`src/rtl/apb_master.sv`:
```
// APB master: turns single req/rsp commands into APB SETUP/ACCESS transfers on one of four slaves.
// Optional ACCESS-phase timeout is enabled by defining APB_MASTER_TIMEOUT_EN.
module apb_master #(
  parameter int TIMEOUT_CYC = 255
) (
  input  logic        PCLK,
  input  logic        PRESET,
  input  logic        req_valid,
  output logic        req_ready,
  input  logic        req_write,
  input  logic [15:0] req_addr,
  input  logic [31:0] req_wdata,
  output logic        rsp_valid,
  output logic [31:0] rsp_rdata,
  output logic        rsp_err,
  output logic [3:0]  PADDR,
  output logic [31:0] PWDATA,
  output logic        PWRITE,
  output logic        PENABLE,
  output logic [3:0]  PSEL,
  input  logic [31:0] PRDATA,
  input  logic        PREADY
);

  typedef enum logic [1:0] {IDLE, SETUP, ACCESS} state_t;

  localparam logic [7:0] TO_LAST = 8'(TIMEOUT_CYC - 1);

  state_t state, state_nxt;
  logic   timeout;

  function automatic logic [3:0] slave_sel(input logic [1:0] idx);
    return 4'b0001 << idx;
  endfunction

  // Only slave-select and word-offset bits of the address reach the bus.
  logic unused_inputs;
  assign unused_inputs = ^{req_addr[15:14], req_addr[11:4], TO_LAST};

  assign req_ready = (state == IDLE);

`ifdef APB_MASTER_TIMEOUT_EN
  logic [7:0] to_cnt;
  logic       rsp_err_q;

  // Counter is zeroed during SETUP so it starts at 0 in the first ACCESS cycle.
  always_ff @(posedge PCLK or negedge PRESET) begin
    if (!PRESET) begin
      to_cnt <= '0;
    end else if (state == SETUP) begin
      to_cnt <= '0;
    end else if (state == ACCESS && !PREADY) begin
      to_cnt <= to_cnt + 8'd1;
    end
  end

  assign timeout = (state == ACCESS) && !PREADY && (to_cnt == TO_LAST);

  always_ff @(posedge PCLK or negedge PRESET) begin
    if (!PRESET) begin
      rsp_err_q <= 1'b0;
    end else if (state == ACCESS && (PREADY || timeout)) begin
      rsp_err_q <= !PREADY;
    end
  end

  assign rsp_err = rsp_err_q;
`else
  assign timeout = 1'b0;
  assign rsp_err = 1'b0;
`endif

  always_ff @(posedge PCLK or negedge PRESET) begin
    if (!PRESET) begin
      state <= IDLE;
    end else begin
      state <= state_nxt;
    end
  end

  always_comb begin
    state_nxt = state;
    unique case (state)
      IDLE:    if (req_valid) state_nxt = SETUP;
      SETUP:   state_nxt = ACCESS;
      ACCESS:  if (PREADY || timeout) state_nxt = IDLE;
      default: state_nxt = IDLE;
    endcase
  end

  // Bus and response registers; address/data hold their last values while idle.
  always_ff @(posedge PCLK or negedge PRESET) begin
    if (!PRESET) begin
      PADDR     <= '0;
      PWDATA    <= '0;
      PWRITE    <= 1'b0;
      PENABLE   <= 1'b0;
      PSEL      <= '0;
      rsp_valid <= 1'b0;
      rsp_rdata <= '0;
    end else begin
      rsp_valid <= 1'b0;
      unique case (state)
        IDLE: begin
          if (req_valid) begin
            PADDR  <= req_addr[3:0];
            PWDATA <= req_wdata;
            PWRITE <= req_write;
            PSEL   <= slave_sel(req_addr[13:12]);
          end
        end
        SETUP: begin
          PENABLE <= 1'b1;
        end
        ACCESS: begin
          if (PREADY || timeout) begin
            PSEL      <= '0;
            PENABLE   <= 1'b0;
            rsp_valid <= 1'b1;
            if (PREADY && !PWRITE) rsp_rdata <= PRDATA;
          end
        end
        default: begin
          PSEL    <= '0;
          PENABLE <= 1'b0;
        end
      endcase
    end
  end

endmodule

```
`config.mk`:
```
export PLATFORM = sky130hd
export DESIGN_NAME = apb_master
export DESIGN_NICKNAME = d
export VERILOG_FILES = /design/src/rtl/apb_master.sv
export SDC_FILE = /design/constraint.sdc
export NUM_CORES = 1
export LEC_CHECK = 0
export BUFFER_PORTS_ARGS = -buffer_cell sky130_fd_sc_hd__buf_2
export CORE_ASPECT_RATIO = 0.5
export CORE_MARGIN = 8
export CORE_UTILIZATION = 50
export CTS_BUF_LIST = sky130_fd_sc_hd__clkbuf_8
export DETAILED_ROUTE_END_ITERATION = 10
export PLACE_DENSITY = 0.95
export REMOVE_ABC_BUFFERS = 1
export SYNTH_ARGS = -nofsm -noshare
export SYNTH_HDL_FRONTEND = slang
export SYNTH_SLANG_ARGS = --single-unit
```
`constraint.sdc`:
```
create_clock -name PCLK -period 2.35 [get_ports PCLK]
set_input_delay 0.47 -clock PCLK [delete_from_list [all_inputs] [get_ports PCLK]]
set_output_delay 0.47 -clock PCLK [all_outputs]
set_load 0.02 [all_outputs]
```
==> results_dict.tcl <==
set metrics [dict create \
    status "finished clean" \
    drtIter0Drc 164 \
    fin_cells 423 \
    grt_pass1_vias 2295 \
    synthCells 177 \
    cts_buffer_depth 2 \
    root_buffer "clkbuf_8" \
    cts.sinks 77 \
    synth_warnings 0 \
    use_met2_pct 33.2 \
    finalSetupViolCount 0 \
    yosysUniqueCellTypes 20 \
    initial_utilization_pct 51.3 \
    seq_area_frac_synth_pct 62.3 \
    io_pins 162 \
    multi_input_area_mm2 0.00104 \
    skew_ns 0.00794 \
    ant_nets 0 \
    worstMarginPinSlew_ns 0.961 \
    slew_headroom_pct 35.9 \
    avgSynthCellArea_um2 17.5 \
    rsz0062_at_grt "no" \
    synth_area_mm2 0.00309 \
    wl_per_cell_um 18.5 \
    post-cts-setup-buffers 0 \
    critPathSlowestCell "dfrtp_1" \
    cts_buffers 9 \
    htree_levels 3 \
    clk_latency_ns 0.34 \
    worst_path_largest_cell_delay_ns 0.50 \
    dp_hpwl_mm 5.87 \
    seq_area_mm2 0.00193 \
    fmax_mhz 575 \
    core_area_mm2 0.00603 \
    cp-end-kind "primary output" \
    crit_family "flip-flops" \
    use_met3_pct 4.74 \
    hold_violations 0 \
    viasPerCell 4.73 \
    drc 0 \
    p_leak_uw 0.00206 \
    vias 2001 \
    cts_hold_buf 0 \
    cp-start-kind "flip-flop" \
    grt_pass1_wl_mm 12.1 \
    clk_pin_slew_ns 0.07 \
    grt_usage_pct 17.1 \
    dieArea_mm2 0.00911 \
    drive_gt1_share_pct 72.8 \
    die_h_um 71.6 \
    fillers 409 \
    antenna_found_initial 0 \
    fin_crit_ns 1.74 \
    dp.cells 407 \
    ys_ff_latch 77 \
    final_net_count 415 \
    fin_crit_sh_pct 74.0 \
    row_count 20 \
    p_per_area_mw_per_mm2 1530 \
    dieWidth_um 127 \
    final_cell_mix "buf_2 (149), dfrtp_1 (77), mux2_2 (43)" \
    area_growth_pct 31.8 \
    use_met1_pct 15.9 \
    critPathBufInv 1 \
    crit_fanout 9 \
    cts-resized-gates 0 \
    maxCapViolCount 0 \
    grt_start_max_net_pins 78 \
    peakVddDrop_uv 545 \
    layout_commonest_cell "buf_2" \
    worst-setup-path-type "reg2out" \
    gr-total-overflow 0 \
    cts_tree "built" \
    wirelength_mm 7.81 \
    arrival_ns 1.27 \
    finalMaxSlewViolations 0 \
    place.gp.congestion 0.758 \
    power_uw 6240 \
    grt_busiest_layer "met2" \
    drt-pass1-iter-count 4 \
    crit_chain "nor2_1 -> buf_2" \
    numPortBuffers 150 \
    crit_required_ns 1.88 \
    hp-class "in2async" \
]
==> cell type report <==
| type | instances | area share, % |
|---|---|---|
| repair buffers | 153 | 19.3 |
| clock inverters | 4 | 1.17 |
| inverters | 2 | 0.184 |
| clock buffers | 11 | 3.71 |
| multi-input cells | 87 | 25.6 |
| diodes | 1 | 0.0614 |
| flip-flops and latches | 77 | 47.3 |
| well taps | 88 | 2.70 |
==> flip-flops by register name, indices dropped and copies added (netlist names) <==
signal / count
PENABLE: 1
PADDR: 4
state: 2
PWDATA: 32
rsp_rdata: 32
rsp_valid: 1
PWRITE: 1
PSEL: 4
==> stage by stage <==
stage | utilization [%] | area [um2] | worst slack [ns] | hold slack (ns) | TNS, ns
2_1_floorplan | - | 2970 | -0.426 | 0.174 | -9.34
3_3_place_gp | 64.3 | 3870 | 0.713 | 0.461 | 0
3_5_place_dp | 64.3 | 3870 | 0.651 | 0.470 | 0
4_1_cts | 67.6 | 4070 | 0.600 | 0.303 | 0
5_1_grt | 67.6 | 4070 | 0.504 | 0.339 | 0
6_report | 67.6 | 4080 | 0.611 | 0.275 | 0
==> final timing paths <==
path | start | to | slack (ns) | cells past startpoint
worst max-delay path | state[0]$_DFFE_PN0P_ | req_ready | 0.61 | 2
worst min-delay path | PRESET | PADDR[1]$_DFFE_PN0P_ | 0.27 | 1
worst min register to register | PENABLE$_DFFE_PN0P_ | PENABLE$_DFFE_PN0P_ | 0.48 | 1
worst max register to register | state[1]$_DFFE_PN0P_ | rsp_rdata[13]$_DFFE_PN0P_ | 0.62 | 4
max in group asynchronous | PRESET | PADDR[0]$_DFFE_PN0P_ | 1.46 | 1
min in group PCLK | PRDATA[22] | rsp_rdata[22]$_DFFE_PN0P_ | 0.35 | 2
==> per-layer routing <==
metal | share of wire [%] | routed length (um)
met5 | 0 | 0
met4 | 3.5 | 271
met3 | 4.6 | 361
met2 | 58 | 4550
met1 | 34 | 2630
==> kinds of logic after synthesis <==
logic type	count (synthesis)	synth area share, %
simple gates	10	2.59
mux	73	30.2
compound gates	3	0.566
flops	77	62.3
buf+inv	13	4.21
other cells	1	0.121
==> Yosys cell counts, drive strengths merged <==
| library cell | instances | area share, % |
|---|---|---|
| nand2b | 1 | 0.20 |
| buf | 11 | 4.0 |
| mux2 | 73 | 30 |
| and3b | 1 | 0.28 |
| inv | 2 | 0.24 |
| nor3b | 1 | 0.40 |
| conb | 1 | 0.12 |
| nor4b | 2 | 0.57 |
| nor4 | 1 | 0.20 |
| nand3 | 1 | 0.16 |
| nor2 | 1 | 0.12 |
| o21ai | 2 | 0.32 |
| and3 | 1 | 0.20 |
| o21a | 1 | 0.24 |
| nor2b | 1 | 0.44 |
| dfrtp | 77 | 62 |
==> power breakdown <==
group	internal, uW	switching (uW)	leakage, uW
sequential	1990	390	0.000921
combinational	1300	1560	0.00104
clock	539	456	0.000101
total	3830	2410	0.00206
(Power assumes the default switching activity.)
